**src/rtl/naive_bus_arbiter.sv**
```systemverilog
// Round-robin arbiter sharing one naive-bus slave port among N_MASTER masters.
// A stalled request locks the selection until the slave grants or the master gives up.

module naive_bus_arbiter_lane #(
  parameter int DW  = 32,
  parameter int IW  = 2,
  parameter int IDX = 0
) (
  input  logic [IW-1:0] sel,
  input  logic          rd_hit,
  input  logic          wr_hit,
  input  logic          own_vld,
  input  logic [IW-1:0] own_idx,
  input  logic [DW-1:0] s_rd_data,
  output logic          rd_gnt,
  output logic          wr_gnt,
  output logic [DW-1:0] rd_data
);
  logic is_sel, is_own;

  assign is_sel  = (sel == IW'(IDX));
  assign is_own  = own_vld & (own_idx == IW'(IDX));
  assign rd_gnt  = rd_hit & is_sel;
  assign wr_gnt  = wr_hit & is_sel;
  assign rd_data = is_own ? s_rd_data : '0;
endmodule

module naive_bus_arbiter #(
  parameter int N_MASTER = 3,
  parameter int AW       = 32,
  parameter int DW       = 32
) (
  input  logic                     clk,
  input  logic                     rst_n,
  input  logic [N_MASTER-1:0]      m_rd_req,
  output logic [N_MASTER-1:0]      m_rd_gnt,
  input  logic [N_MASTER*AW-1:0]   m_rd_addr,
  output logic [N_MASTER*DW-1:0]   m_rd_data,
  input  logic [N_MASTER-1:0]      m_wr_req,
  output logic [N_MASTER-1:0]      m_wr_gnt,
  input  logic [N_MASTER*AW-1:0]   m_wr_addr,
  input  logic [N_MASTER*DW-1:0]   m_wr_data,
  input  logic [N_MASTER*DW/8-1:0] m_wr_be,
  output logic                     s_rd_req,
  input  logic                     s_rd_gnt,
  output logic [AW-1:0]            s_rd_addr,
  input  logic [DW-1:0]            s_rd_data,
  output logic                     s_wr_req,
  input  logic                     s_wr_gnt,
  output logic [AW-1:0]            s_wr_addr,
  output logic [DW-1:0]            s_wr_data,
  output logic [DW/8-1:0]          s_wr_be
);
  localparam int IW = $clog2(N_MASTER);
  localparam int BW = DW / 8;

  logic [N_MASTER-1:0][AW-1:0] rd_addr_v, wr_addr_v;
  logic [N_MASTER-1:0][DW-1:0] wr_data_v, rd_data_v;
  logic [N_MASTER-1:0][BW-1:0] wr_be_v;

  assign rd_addr_v = m_rd_addr;
  assign wr_addr_v = m_wr_addr;
  assign wr_data_v = m_wr_data;
  assign wr_be_v   = m_wr_be;

  logic [IW-1:0]       rr_ptr, lock_idx, rd_own_idx;
  logic                lock_vld, rd_own_vld;
  logic [IW-1:0]       rr_sel, scan_idx, sel, nxt_ptr;
  logic                any_act, sel_vld, rd_hit, wr_hit;
  logic [N_MASTER-1:0] active;

  function automatic logic [IW-1:0] wrap_add(input logic [IW-1:0] base, input int k);
    int s;
    s = int'(base) + k;
    if (s >= N_MASTER) s = s - N_MASTER;
    return IW'(s);
  endfunction

  assign active = m_rd_req | m_wr_req;

  // Scan from the farthest offset back to rr_ptr so the nearest active master wins.
  always_comb begin
    rr_sel   = rr_ptr;
    any_act  = 1'b0;
    scan_idx = '0;
    for (int k = N_MASTER - 1; k >= 0; k--) begin
      scan_idx = wrap_add(rr_ptr, k);
      if (active[scan_idx]) begin
        rr_sel  = scan_idx;
        any_act = 1'b1;
      end
    end
  end

  assign sel     = lock_vld ? lock_idx : rr_sel;
  assign sel_vld = rst_n & (lock_vld ? active[lock_idx] : any_act);
  assign nxt_ptr = wrap_add(sel, 1);

  // Read wins over write for a master asserting both; its write waits for a later turn.
  assign s_rd_req  = sel_vld & m_rd_req[sel];
  assign s_wr_req  = sel_vld & m_wr_req[sel] & ~m_rd_req[sel];
  assign s_rd_addr = sel_vld ? rd_addr_v[sel] : '0;
  assign s_wr_addr = sel_vld ? wr_addr_v[sel] : '0;
  assign s_wr_data = sel_vld ? wr_data_v[sel] : '0;
  assign s_wr_be   = sel_vld ? wr_be_v[sel]   : '0;

  assign rd_hit = s_rd_req & s_rd_gnt;
  assign wr_hit = s_wr_req & s_wr_gnt;

  always_ff @(posedge clk or negedge rst_n) begin
    if (!rst_n) begin
      rr_ptr     <= '0;
      lock_vld   <= 1'b0;
      lock_idx   <= '0;
      rd_own_vld <= 1'b0;
      rd_own_idx <= '0;
    end else begin
      if (rd_hit | wr_hit) begin
        rr_ptr   <= nxt_ptr;
        lock_vld <= 1'b0;
      end else if (s_rd_req | s_wr_req) begin
        lock_vld <= 1'b1;
        lock_idx <= sel;
      end else begin
        // Locked master withdrew (or nothing pending): re-arbitrate next cycle.
        lock_vld <= 1'b0;
      end
      rd_own_vld <= rd_hit;
      if (rd_hit) rd_own_idx <= sel;
    end
  end

  for (genvar i = 0; i < N_MASTER; i++) begin : g_lane
    naive_bus_arbiter_lane #(.DW(DW), .IW(IW), .IDX(i)) u_lane (
      .sel       (sel),
      .rd_hit    (rd_hit),
      .wr_hit    (wr_hit),
      .own_vld   (rd_own_vld),
      .own_idx   (rd_own_idx),
      .s_rd_data (s_rd_data),
      .rd_gnt    (m_rd_gnt[i]),
      .wr_gnt    (m_wr_gnt[i]),
      .rd_data   (rd_data_v[i])
    );
  end

  assign m_rd_data = rd_data_v;
endmodule

```
**config.mk**
```make
export PLATFORM = sky130hd
export DESIGN_NAME = naive_bus_arbiter
export DESIGN_NICKNAME = d
export VERILOG_FILES = /design/src/rtl/naive_bus_arbiter.sv
export SDC_FILE = /design/constraint.sdc
export NUM_CORES = 1
export LEC_CHECK = 0
export BUFFER_PORTS_ARGS = -buffer_cell sky130_fd_sc_hd__buf_2
export CAP_MARGIN = 20
export CORE_AREA = 2 2 213 215
export DETAILED_ROUTE_END_ITERATION = 16
export DIE_AREA = 0 0 215 217
export GPL_TIMING_DRIVEN = 0
export SLEW_MARGIN = 0
export SYNTH_ARGS = -nofsm -noshare
export SYNTH_HDL_FRONTEND = slang
export SYNTH_HIERARCHICAL = 1
export SYNTH_SLANG_ARGS = --single-unit
```
**constraint.sdc**
```tcl
create_clock -name clk -period 3.15 [get_ports clk]
set_clock_uncertainty 0.05 [all_clocks]
set_input_delay 0.63 -clock clk [delete_from_list [all_inputs] [get_ports clk]]
set_output_delay 0.63 -clock clk [all_outputs]
set_load 0.01 [all_outputs]
```
== Yosys cells after proc, flatten, opt, wreduce, memory -nomap -nowiden ==
Index checks and enable logic that the tools add are counted.
Word-level totals
  output and inout port bits: 204
  flip-flop bits (word level): 8
  input port bits: 342
  word-level logic and storage cells: 89
Operators by class
  magnitude comparators: 9
  add/subtract/negate cells: 7
  equal/unequal tests: 4
  muxes and demuxes: 41
  bitwise logic cells: 20
  reductions and logical operators: 3
Operators by type and width (count)
  2-to-1 mux 32 bit: 9
  binary-select mux 32 bit (select 2 bit): 3
  2-to-1 mux 2 bit: 8
  bitwise AND 1 bit: 15
  less-than comparator 2 x 3 -> 1 bit (second input constant): 5
  binary-select mux 1 bit (select 2 bit): 6
  2-to-1 mux 1 bit: 12
  greater-or-equal comparator 3 x 2 -> 1 bit (second input constant): 3
  binary-select mux 4 bit (select 2 bit): 1
  2-to-1 mux 4 bit: 2
  subtractor 2 bit (second input constant): 4
  adder 2 x 1 -> 3 bit (second input constant): 2
  == test 2 x 1 -> 1 bit (second input constant): 2
  == test 2 bit (second input constant): 2
  logical NOT 2 bit: 2
  adder 2 x 2 -> 3 bit (second input constant): 1
  bitwise OR 3 bit: 1
  greater-or-equal comparator 2 bit (second input constant): 1
  NOT 1 bit: 2
  bitwise OR 1 bit: 2
  AND reduction 2 bit: 1

== Depth between registers and ports, before layout ==
Gate-level depths: netlist (run 1).
  depth after elaboration: 17
  mapped depth: 14

== Cells and area by module ==
Netlist (run 1), hierarchy kept.
Modules (own cells, without submodules)
  naive_bus_arbiter: cells each 533, times used 1, area each 3173.0 um2
  naive_bus_arbiter_lane at g_lane[1].u_lane ...: cells each 43, times used 2, area each 382.9 um2
  naive_bus_arbiter_lane at g_lane[0].u_lane: cells each 43, times used 1, area each 625.6 um2

== Worst setup path before layout (run 1) ==
Ideal clock, no wire load.
  kind: reg-to-output
  start: register rr_ptr[0]
  end: output m_rd_gnt[0]
  data arrival time: 2.653 ns
  path slack: -0.183 ns
  cell stages (with the launch flop): 15
  data required time: 2.470 ns
  cell sequence: dfrtp_1 inv_1 ha_1 buf_2 nor3_1 a21oi_1 o221ai_1 a221o_1 buf_2 nor2b_1 clkbuf_1 o2bb2ai_2 nand2b_1 inv_1 nor3b_1
Between the ends
  cells in the longest elaborated chain, start to end: 14
  elaborated cells on any way between the ends: 32
  those cells by class: add/sub (5); order compare (3); mux (19); bitwise (4); reduce/logical (1)
RTL lines
  from (decl): line 66  | logic [IW-1:0] rr_ptr, lock_idx, rd_own_idx;
  from (signal assigned): line 119  | rr_ptr <= nxt_ptr;
  adder 2 x 2 -> 3 bit: line 74  | s = int'(base) + k;
  greater-or-equal comparator 3 x 2 -> 1 bit / subtractor 2 bit (equally long branches): line 75  | if (s >= N_MASTER) s = s - N_MASTER;
  2-to-1 mux 2 bit: line 75
  binary-select mux 1 bit (select 2 bit): line 88  | if (active[scan_idx]) begin
  2-to-1 mux 1 bit (not written as such): line 88
  2-to-1 mux 2 bit (3 in series): line 88
  2-to-1 mux 2 bit: line 95  | assign sel = lock_vld ? lock_idx : rr_sel;
  binary-select mux 1 bit (select 2 bit): line 100  | assign s_rd_req = sel_vld & m_rd_req[sel];
  2-to-1 mux 1 bit (not written as such): line 100
  bitwise AND 1 bit *: line 100
  bitwise AND 1 bit *: line 107  | assign rd_hit = s_rd_req & s_rd_gnt;
  via rd_hit: line 69  | logic any_act, sel_vld, rd_hit, wr_hit;
  bitwise AND 1 bit *: line 23  | assign rd_gnt = rd_hit & is_sel;
  to (decl): line 36  | output logic [N_MASTER-1:0] m_rd_gnt,
Mark *: on every way through the listed nets, which the timed path passes. The rest lies on a longest branch. The select of a mux whose other input is x is not followed.

== Worst setup path after layout (run 1) ==
  start: register rr_ptr[0]
  end: output s_rd_addr[11]
Between the ends
  cells in the longest elaborated chain, start to end: 12
  elaborated cells on any way between the ends: 29
  those cells by class: add/sub (5); order compare (3); mux (20); bitwise (1)
RTL lines
  adder 2 x 2 -> 3 bit: line 74
  greater-or-equal comparator 3 x 2 -> 1 bit / subtractor 2 bit (equally long branches): line 75
  2-to-1 mux 2 bit: line 75
  binary-select mux 1 bit (select 2 bit): line 88
  2-to-1 mux 1 bit (not written as such): line 88
  2-to-1 mux 2 bit (3 in series): line 88
  2-to-1 mux 2 bit: line 95
  binary-select mux 32 bit (select 2 bit): line 102  | assign s_rd_addr = sel_vld ? rd_addr_v[sel] : '0;
  2-to-1 mux 32 bit (not written as such): line 102
  2-to-1 mux 32 bit *: line 102
  to (decl): line 46  | output logic [AW-1:0] s_rd_addr,
Mark *: on every way between the ends. The rest lies on a longest branch, timed or not. The select of a mux whose other input is x is not followed.

==> results.tsv, run 1 <==
stage	metric	value	unit
global_route	antenna_found_initial	4	
power	p_int	6135	uW
placement	dp_slack	-1.338	ns
yosys	postSynth.asyncResetShare	100.0	%
power	seq_power_share	2.0	%
power	switching_power	7160	uW
floorplan	die_x	215	um
setup_path	rr_worst_depth	14	
yosys	synth.top_cell.area_share	23.25	%
routing	wl_met1	14.35	mm
yosys	synthTopCellsByCount	nor2_1 (213), mux2i_1 (106), a21oi_1 (103)	
placement	gp_congestion	0.9216	
power	p_leak	0.005041	uW
sta	setup-tns-final	-51.27	ns
yosys	synth_edf_count	0	
sta	tightest_slew	0.6593	ns
routing	routed_wl	34.75	mm
yosys	syn_area_per_cell	6.895	um^2
sta	min_period	3.750	ns
sta	finalHoldViolCount	0	
power	power_frac_comb	96.3	%
global_route	grt_max_degree	17	
setup_path	r2r_setup_slack	0.01	ns
setup_path	cp.required	2.47	ns
routing	drcViolationCount	0	
yosys	syn_inst	662	
placement	place.port_buffers	545	
routing	ant_nets	0	
min_path	hold_class	input pin to asynchronous set/reset pin	
setup_path	r2r_start	rr_ptr[0]$_DFFE_PN0P_	
yosys	synth_seq_cells	8	
power	power.density	1306	nW/um^2
clocking	cts_max_level	1	
routing	post_drt_wl_per_cell	18.75	um
clocking	numClockSinks	8	
power	worst_ir_drop_vdd	0.6299	mV
setup_path	path_class	flip-flop to output port	
floorplan	initial_core_util	10.21	%
routing	route.met2.wl	17.28	mm
yosys	ys_top_cells_by_area	mux2i_1 (23%), nor2_1 (18%), and4b_1 (14%)	
layout	drive_gt1_share	69.27	%
layout	area_growth	123.1	%
setup_path	crit_path_end_kind	output port	
setup_path	slowest_stage	dfrtp_1	
yosys	synthesis.area	4564	um^2
power	power.total	13300	uW
clocking	cts_made_buffers	3	
routing	drtPass1Iterations	5	
sta	slew_violations	0	
run_status	violations	setup timing	
clocking	clk_pin_slew	0.04	ns
floorplan	placementRows	78	
power	sw_frac_of_total	53.85	%
clocking	clock-root-buffer	clkbuf_16	
flow_run	maxCapViolCount	0	
floorplan	dieArea	46660	um^2
setup_path	crit_path_start_kind	flip-flop	
routing	top_layer	met5	
clocking	worstSkewPairLatency	0.23	ns
sta	min_period_over_period	119.1	%
sta	relSlewSlack	56.05	%
layout	layout.nets	1599	
clocking	cts_tree	done	
clocking	holdBufCountCts	0	
setup_path	cp_max_fo	7	
yosys	synth_most_common_cell	nor2_1	
global_route	track_usage	13.49	%
yosys	yosysWarnings	6	
routing	met3WireLength	2.158	mm
clocking	cts.path.max_buffers	2	
power	power_frac_clock	1.6	%
floorplan	pin_count	546	
run_status	outcome	complete, but fails checks	
global_route	grt_pass1_wl	47.33	mm
sta	timing.fmax	266.7	MHz
placement	dp_hpwl	27.89	mm
routing	drtIter0Drc	352	
routing	vias_per_cell	4.062	
setup_path	max_stage_delay	0.40	ns
setup_path	crit_chain	buf_6, ha_4, buf_6, buf_12, nor4_2, o41ai_2, buf_4, buf_4, nor2b_4, clkbuf_16, buf_16, buf_12, a21oi_4, nor2_2, buf_2	
setup_path	cp.arrival	3.07	ns
yosys	synth_nets	1006	
layout	antenna_cells	0	
global_route	grt_overflow	0	
sta	layout_setup_ws	-0.6001	ns
yosys	ys.flop_type	dfrtp_1	
global_route	grt_pass1_vias	7179	
routing	dr_total_vias	7527	
sta	rsz0062_at_grt	true	
floorplan	dieHeight	217	um
yosys	yosysSeqAreaShare	4.386	%
setup_path	r2r-end	lock_idx[1]$_DFFE_PN0P_	
yosys	yosysUniqueCellTypes	44	
floorplan	core	44700	um^2
sta	setup_violations	108	
yosys	synth.largest_area_cell	mux2i_1	
cell usage in the layout, fill, tap and decap left out, types with 11 or more instances in the layout:
| cell | Yosys | final |
|---|---|---|
| mux2i_2 | 0 | 11 |
| mux2i_1 | 106 | 83 |
| buf_12 | 0 | 19 |
| buf_4 | 3 | 32 |
| mux2i_4 | 0 | 12 |
| buf_2 | 44 | 559 |
| and4b_1 | 64 | 64 |
| nor2_2 | 1 | 50 |
| a21oi_4 | 0 | 34 |
| buf_6 | 3 | 23 |
| a21oi_2 | 0 | 37 |
| nor4bb_2 | 27 | 27 |
| a21oi_1 | 103 | 32 |
| nor2_1 | 213 | 157 |
worst max-delay path by stage:
stage                    endpoint  depth (start not counted)                   from  slack [ns]
floorplan             m_rd_gnt[0]                         14  rr_ptr[0]$_DFFE_PN0P_        0.02
global placement    s_wr_addr[30]                         12            m_wr_req[2]       -1.54
detailed placement  s_rd_addr[11]                         13  rr_ptr[1]$_DFFE_PN0P_       -1.34
CTS                 s_rd_addr[10]                         15  rr_ptr[0]$_DFFE_PN0P_       -0.59
global route        s_rd_addr[11]                         16  rr_ptr[0]$_DFFE_PN0P_       -0.69
finish              s_rd_addr[11]                         15  rr_ptr[0]$_DFFE_PN0P_       -0.60
power groups by stage:
| stage | Sequential [uW] | Clock [uW] | Combinational (uW) |
|---|---|---|---|
| floorplan | 216 | 0 | 4950 |
| global placement | 272 | 0 | 8230 |
| detailed placement | 272 | 0 | 8290 |
| CTS | 272 | 225 | 11700 |
| global route | 288 | 231 | 13600 |
| finish | 271 | 219 | 12800 |
state kept, by name, indices dropped and copies added, names as in the netlist:
signal,count
rd_own_vld,1
lock_vld,1
rr_ptr,2
rd_own_idx,2
lock_idx,2
layer usage:
layer / vias to the layer above / GRT usage (%)
met3: 52 / 1.677
li1: 3593 / -
met1: 3455 / 16.85
met4: 4 / 2.736
met5: - / 0
met2: 423 / 24.79
final cells by class:
| class | instances | area (um^2) |
|---|---|---|
| plain buffers | 74 | 730.7 |
| clock buffers | 3 | 75.07 |
| fillers | 5038 | 34520 |
| inverters | 5 | 21.27 |
| multi-input cells | 572 | 4990 |
| flip-flops and latches | 8 | 201.4 |
| well taps | 600 | 750.7 |
| repair buffers | 591 | 3412 |
worst max-delay path: cells and delay by family (launching register included):
family                   cells  cell delay, ns
AO/OA/AOI/OAI                2            0.19
AND/OR/NAND/NOR              3            0.65
adder cells (fa/ha/maj)      1            0.16
buffers and inverters        9            1.39
flip-flops                   1            0.40
what timing repair did:
item | in CTS | in global routing
cloned | 7 | 3
setup endpoints to repair | 109 | 109
gates resized for setup | 247 | 131
pin swaps | 34 | 25
setup buffers | 29 | 7
cell families after synthesis:
group | after synthesis | synth area share [%]
multiplexers | 109 | 24.15
buffers and inverters | 82 | 8.689
AO/OA/AOI/OAI | 124 | 15.13
XOR/XNOR | 1 | 0.1919
adder cells (fa/ha/maj) | 2 | 0.5482
flip-flops | 8 | 4.386
AND/OR/NAND/NOR | 336 | 46.90
through the flow:
stage / hold slack (ns) / area [um^2] / instances / util, %
after floorplan: 0.2844 / 4612 / 662 / -
after CTS: 0.2241 / 9651 / 1847 / 21.59
after global placement: 0.4615 / 8090 / 1807 / 18.10
final: 0.2208 / 10180 / 1853 / 22.78
after detailed placement: 0.4682 / 8120 / 1809 / 18.17
after global routing: 0.2298 / 10180 / 1853 / 22.78
Note: power is estimated with default switching activity, not from simulation.
==> inputs of run 2 (changes only) <==
CORE_AREA = 2 2 210 212   (was 2 2 213 215)
DIE_AREA = 0 0 212 214   (was 0 0 215 217)
==> run 2 against run 1 <==
  * The run still ends with setup timing left
  * Setup slack improved by 0.20 ns
  * Die area fell by 2.8%
  * Sequential power fell by 2%
  * Critical path depth unchanged
  * Count of clock-buffer cells in the layout unchanged
  * Critical path type unchanged
  * Critical endpoint is now s_wr_addr[15]
  * Highest routed layer is now met4
==> results.tsv, run 2 (synthesized netlist as in run 1, its figures left out) <==
stage	metric	value	unit	change
run_status	outcome	complete, but fails checks		unchanged
run_status	violations	setup timing		unchanged
layout	layout_commonest_cell	buf_2		unchanged
setup_path	max_stage_delay	0.39	ns	was 0.40 ns
power	seq_power_share	2.2	%	was 2.0%
placement	place.port_buffers	545		unchanged
layout	utilization	22.62	%	was 22.78%
power	p_leak	0.004937	uW	was 0.005041 uW
setup_path	rr_worst_depth	14		unchanged
placement	gp_congestion	0.9420		was 0.9216
sta	rsz0062_at_grt	true		unchanged
layout	fin_cells	1829		was 1853
setup_path	crit_path_end_kind	output port		unchanged
routing	drcViolationCount	0		unchanged
setup_path	r2r_start	rr_ptr[0]$_DFFE_PN0P_		unchanged
floorplan	dieArea	45370	um^2	was 46660 um^2
sta	slew_violations	0		unchanged
global_route	antenna_found_initial	1		was 4
setup_path	path_buf_inv	7		was 9
floorplan	die_x	212	um	was 215 um
clocking	clock-root-buffer	clkbuf_16		unchanged
clocking	worstSkewPairLatency	0.23	ns	about the same
sta	min_period_over_period	112.8	%	was 119.1%
power	worst_ir_drop_vdd	0.7904	mV	was 0.6299 mV
setup_path	crit_path_start_kind	flip-flop		unchanged
global_route	grt_max_degree	17		unchanged
power	power_frac_clock	1.8	%	was 1.6%
clocking	cts.path.max_buffers	2		unchanged
routing	ant_nets	0		unchanged
clocking	cts_tree	done		unchanged
sta	min_period	3.554	ns	was 3.750 ns
routing	vias_per_cell	4.189		was 4.062
power	sw_frac_of_total	53.81	%	was 53.85%
floorplan	placementRows	76		was 78
layout	drive_gt1_share	65.70	%	was 69.27%
setup_path	path_class	flip-flop to output port		unchanged
setup_path	r2r-end	lock_idx[1]$_DFFE_PN0P_		unchanged
setup_path	r2r_setup_slack	0.15	ns	was 0.01 ns
placement	dp_cells	1793		was 1809
setup_path	cp_max_fo	5		was 7
layout	final_cell_mix	buf_2 (569), nor2_1 (196), mux2i_1 (92)		was buf_2 (559), nor2_1 (157), mux2i_1 (83)
sta	tightest_slew	0.6253	ns	was 0.6593 ns
setup_path	cp.arrival	2.87	ns	was 3.07 ns
global_route	track_usage	12.75	%	was 13.49%
sta	timing.fmax	281.4	MHz	was 266.7 MHz
routing	drtIter0Drc	345		was 352
global_route	grt_pass1_vias	7444		was 7179
power	power.density	1239	nW/um^2	was 1306 nW/um^2
routing	dr_total_vias	7662		was 7527
setup_path	cp.required	2.47	ns	about the same
min_path	hold_class	input pin to asynchronous set/reset pin		unchanged
flow_run	maxCapViolCount	0		unchanged
sta	setup_violations	108		unchanged
layout	num-fill-cells	4721		was 5038
clocking	cts_max_level	1		unchanged
floorplan	core	42890	um^2	was 44700 um^2
power	p_int	5552	uW	was 6135 uW
layout	reg.largest.list	lock_idx: 2 flops, rd_own_idx: 2 flops, rr_ptr: 2 flops		unchanged
setup_path	path_common_cell	buf_12		
setup_path	cpLargestDelayFamily	buffers and inverters		unchanged
clocking	numClockSinks	8		unchanged
routing	routed_wl	32.45	mm	was 34.75 mm
clocking	cts_made_buffers	3		unchanged
placement	dp_hpwl	26.02	mm	was 27.89 mm
routing	post_drt_wl_per_cell	17.74	um	was 18.75 um
clocking	holdBufCountCts	0		unchanged
routing	drtPass1Iterations	5		unchanged
clocking	clk_pin_slew	0.04	ns	about the same
global_route	grt_pass1_wl	43.94	mm	was 47.33 mm
floorplan	initial_core_util	10.64	%	was 10.21%
layout	layout.nets	1588		was 1599
global_route	grt_overflow	0		unchanged
floorplan	dieHeight	214	um	was 217 um
setup_path	crit_chain	inv_2, ha_4, buf_6, nor3_4, nor4_2, o41ai_2, buf_4, buf_12, buf_12, buf_12, mux2i_2, nor2_1, a21oi_1, nor2_1, buf_2		was buf_6, ha_4, buf_6, buf_12, nor4_2, o41ai_2, buf_4, buf_4, nor2b_4, clkbuf_16, buf_16, buf_12, a21oi_4, nor2_2, buf_2
power	power_frac_comb	96.0	%	was 96.3%
floorplan	pin_count	546		unchanged
power	switching_power	6469	uW	was 7160 uW
setup_path	slowest_stage	dfrtp_1		unchanged
sta	relSlewSlack	58.31	%	was 56.05%
layout	area_growth	112.6	%	was 123.1%
sta	layout_setup_ws	-0.4042	ns	was -0.6001 ns
sta	finalHoldViolCount	0		unchanged
[run 2: timing repair]
action | 4_1_cts | 5_1_grt
buffers inserted | 12 | 6
gates resized for setup | 206 | 84
gates cloned | 6 | 8
pin swaps | 30 | 8
endpoints found under the hold margin | 0 | 0
endpoints found under the setup margin | 111 | 108
[run 2: routing by layer]
metal | GRT usage [%] | vias to the layer above | part of all wire, %
met2 | 23.42 | 469 | 49
met1 | 14.64 | 3565 | 40
li1 | - | 3575 | -
met3 | 1.539 | 53 | 6.8
met5 | 0 | - | 0
met4 | 5.563 | 0 | 4.4
[run 2: how the worst max path moves through the flow]
stage,from,cells past startpoint,to
after global routing,rr_ptr[0]$_DFFE_PN0P_,15,s_wr_addr[27]
after floorplan,rr_ptr[0]$_DFFE_PN0P_,14,m_rd_gnt[0]
final,rr_ptr[0]$_DFFE_PN0P_,15,s_wr_addr[15]
after global placement,rr_ptr[0]$_DFFE_PN0P_,14,s_rd_addr[8]
after CTS,rr_ptr[0]$_DFFE_PN0P_,14,s_wr_addr[27]
after detailed placement,rr_ptr[1]$_DFFE_PN0P_,13,s_rd_addr[8]
[run 2: power groups by stage]
stage,registers [uW],clock network [uW],logic [uW]
finish,265,213,11500
global route,277,225,12300
CTS,263,216,10400
detailed placement,265,0,7900
global placement,264,0,7770
floorplan,216,0,4950
[run 2: layout make-up]
cell class | instances | area, um^2 | area share (%)
antenna | 2 | 5.005 | 0.05159
buffer | 77 | 764.5 | 7.880
clock buffer | 3 | 75.07 | 0.7738
inverter | 5 | 21.27 | 0.2192
multi-input combinational | 572 | 4672 | 48.16
sequential | 8 | 201.4 | 2.076
tap | 585 | 732.0 | 7.544
timing repair buffer | 577 | 3231 | 33.30
[run 2: per-stage QoR]
| step | total power (uW) | hold slack [ns] | instance area [um^2] | setup TNS, ns | worst slack [ns] |
|---|---|---|---|---|---|
| finish | 12020 | 0.2144 | 9702 | -34.22 | -0.4042 |
| global route | 12810 | 0.2246 | 9699 | -49.25 | -0.5515 |
| CTS | 10850 | 0.2159 | 9175 | -41.63 | -0.4513 |
| detailed placement | 8165 | 0.4537 | 8087 | -105.09 | -1.390 |
| global placement | 8032 | 0.4464 | 8071 | -104.35 | -1.378 |
| floorplan | 5168 | 0.2844 | 4612 | 0 | 0.01684 |
==> inputs of run 3 (changes only) <==
CELL_PAD_IN_SITES_DETAIL_PLACEMENT = 1   (was default)
CELL_PAD_IN_SITES_GLOBAL_PLACEMENT = 1   (was default)
CORE_AREA = 2 2 212 214   (was 2 2 210 212)
DIE_AREA = 0 0 214 216   (was 0 0 212 214)
PLACE_DENSITY_LB_ADDON = 0.1   (was default)
==> run 3 against run 2 <==
  * The flow still finishes with violations (setup timing)
  * Non-clock buffer count rose by 17
  * Power fell by 1.8%
  * Register-to-register slack got worse by 0.25 ns
  * Setup slack got worse by 0.12 ns
  * First-iteration DRC count fell by 8.1%
  * Combinational power barely moved
  * Largest cell class unchanged
==> results.tsv, run 3 (synthesized netlist as in run 1, its figures left out) <==
stage	metric	value	unit	change
routing	dr_total_vias	7414		was 7662
global_route	track_usage	15.70	%	was 12.75%
layout	area_growth	117.3	%	was 112.6%
power	power.total	11810	uW	was 12020 uW
sta	timing.fmax	272.0	MHz	was 281.4 MHz
routing	ant_nets	0		unchanged
routing	routed_wl	39.10	mm	was 32.45 mm
clocking	numClockSinks	8		unchanged
clocking	clk_pin_slew	0.04	ns	about the same
setup_path	crit_path_start_kind	flip-flop		unchanged
clocking	cts_made_buffers	3		unchanged
sta	min_period_over_period	116.7	%	was 112.8%
sta	min_period	3.677	ns	was 3.554 ns
floorplan	initial_core_util	10.41	%	was 10.64%
run_status	outcome	complete, but fails checks		unchanged
layout	layout_commonest_cell	buf_2		unchanged
global_route	grt_pass1_wl	54.39	mm	was 43.94 mm
routing	drtPass1Iterations	4		was 5
setup_path	path_class	flip-flop to output port		unchanged
flow_run	maxCapViolCount	0		unchanged
clocking	cts_tree	done		unchanged
global_route	grt_pass1_vias	7920		was 7444
power	p_leak	0.005022	uW	was 0.004937 uW
run_status	violations	setup timing		unchanged
sta	layout_setup_ws	-0.5268	ns	was -0.4042 ns
sta	rsz0062_at_grt	true		unchanged
setup_path	max_stage_delay	0.38	ns	was 0.39 ns
power	power.density	1191	nW/um^2	was 1239 nW/um^2
sta	tightest_slew	0.6871	ns	was 0.6253 ns
setup_path	r2r_setup_slack	-0.10	ns	was 0.15 ns
global_route	grt_max_degree	17		unchanged
floorplan	placementRows	77		was 76
setup_path	r2r_start	rr_ptr[1]$_DFFE_PN0P_		was rr_ptr[0]$_DFFE_PN0P_
clocking	cts_max_level	1		unchanged
setup_path	crit_path_end_kind	output port		unchanged
setup_path	cpLargestDelayFamily	buffers and inverters		unchanged
setup_path	crit_chain	buf_4, ha_4, buf_8, buf_4, a211oi_2, nor3_1, a221o_1, buf_6, nor2b_1, clkbuf_8, clkbuf_16, buf_12, a21oi_1, nor2_1, buf_4		was inv_2, ha_4, buf_6, nor3_4, nor4_2, o41ai_2, buf_4, buf_12, buf_12, buf_12, mux2i_2, nor2_1, a21oi_1, nor2_1, buf_2
clocking	worstSkewPairLatency	0.23	ns	about the same
placement	gp_congestion	0.8276		was 0.9420
setup_path	r2r-end	lock_idx[1]$_DFFE_PN0P_		unchanged
routing	post_drt_wl_per_cell	21.00	um	was 17.74 um
sta	slew_violations	0		unchanged
floorplan	core	43840	um^2	was 42890 um^2
setup_path	cp.required	2.47	ns	about the same
placement	dp_slack	-1.286	ns	was -1.390 ns
sta	setup_violations	110		was 108
global_route	antenna_found_initial	27		was 1
setup_path	path_common_cell	buf_4		was buf_12
floorplan	dieArea	46220	um^2	was 45370 um^2
routing	vias_per_cell	3.982		was 4.189
layout	layout.nets	1605		was 1588
layout	reg.largest.list	lock_idx: 2 flops, rd_own_idx: 2 flops, rr_ptr: 2 flops		unchanged
setup_path	cp.arrival	3.00	ns	was 2.87 ns
routing	drcViolationCount	0		unchanged
placement	dp_hpwl	32.44	mm	was 26.02 mm
clocking	clock-root-buffer	clkbuf_16		unchanged
setup_path	slowest_stage	dfrtp_1		unchanged
global_route	grt_overflow	0		unchanged
sta	finalHoldViolCount	0		unchanged
routing	drtIter0Drc	317		was 345
setup_path	path_buf_inv	8		was 7
layout	final_cell_mix	buf_2 (553), nor2_1 (200), mux2i_1 (78)		was buf_2 (569), nor2_1 (196), mux2i_1 (92)
power	worst_ir_drop_vdd	0.5487	mV	was 0.7904 mV
floorplan	die_x	214	um	was 212 um
sta	setup-tns-final	-50.21	ns	was -34.22 ns
placement	place.port_buffers	545		unchanged
setup_path	cp_max_fo	10		was 5
layout	drive_gt1_share	65.21	%	was 65.70%
sta	relSlewSlack	54.19	%	was 58.31%
min_path	hold_class	input pin to asynchronous set/reset pin		unchanged
clocking	cts.path.max_buffers	2		unchanged
floorplan	pin_count	546		unchanged
setup_path	rr_worst_depth	14		unchanged
floorplan	dieHeight	216	um	was 214 um
==> run 3: final cells by class <==
class                   instances  area (um^2)
well taps                     592        740.7
fillers                      5423        33920
repair buffers                594         3471
multi-input cells             572         4636
diodes                         11        27.53
plain buffers                  77        747.0
clock buffers                   3        75.07
inverters                       5        21.27
flip-flops and latches          8        201.4
==> run 3: metrics by stage <==
step	utilization [%]	cell area, um^2	hold WS (ns)	cells
floorplan	-	4612	0.2844	662
detailed placement	18.43	8080	0.4589	1799
global placement	18.43	8080	0.4578	1799
global route	22.60	9907	0.2343	1857
finish	22.63	9920	0.2211	1862
CTS	21.26	9321	0.2229	1833
==> run 3: worst max path at each step <==
stage | from | to | cells after the start
5_1_grt | rr_ptr[1]$_DFFE_PN0P_ | m_rd_gnt[0] | 14
2_1_floorplan | rr_ptr[0]$_DFFE_PN0P_ | m_rd_gnt[0] | 14
3_5_place_dp | m_rd_req[2] | s_wr_addr[30] | 9
3_3_place_gp | m_rd_req[2] | s_wr_addr[30] | 12
6_report | rr_ptr[0]$_DFFE_PN0P_ | s_rd_addr[16] | 15
4_1_cts | rr_ptr[0]$_DFFE_PN0P_ | s_wr_addr[30] | 14
==> run 3: layer usage <==
layer | GRT usage (%) | part of all wire [%] | up-vias
met4 | 2.774 | 1.8 | 32
met2 | 29.95 | 53 | 299
met1 | 16.34 | 37 | 3413
met5 | 0 | 0.52 | -
li1 | - | - | 3616
met3 | 6.018 | 8.3 | 54
==> run 3: where the power goes <==
part	switching (uW)	internal, uW	total (uW)
clock network	48.5	164	212
logic	5970	5350	11300
registers	132	149	282
==> run 3: timing repair <==
item	in CTS	in global routing
hold buffers	0	0
pin swaps	21	22
gates resized for setup	200	91
setup buffers	22	16
endpoints found under the hold margin	0	0
cloned	9	5
setup endpoints to repair	112	111
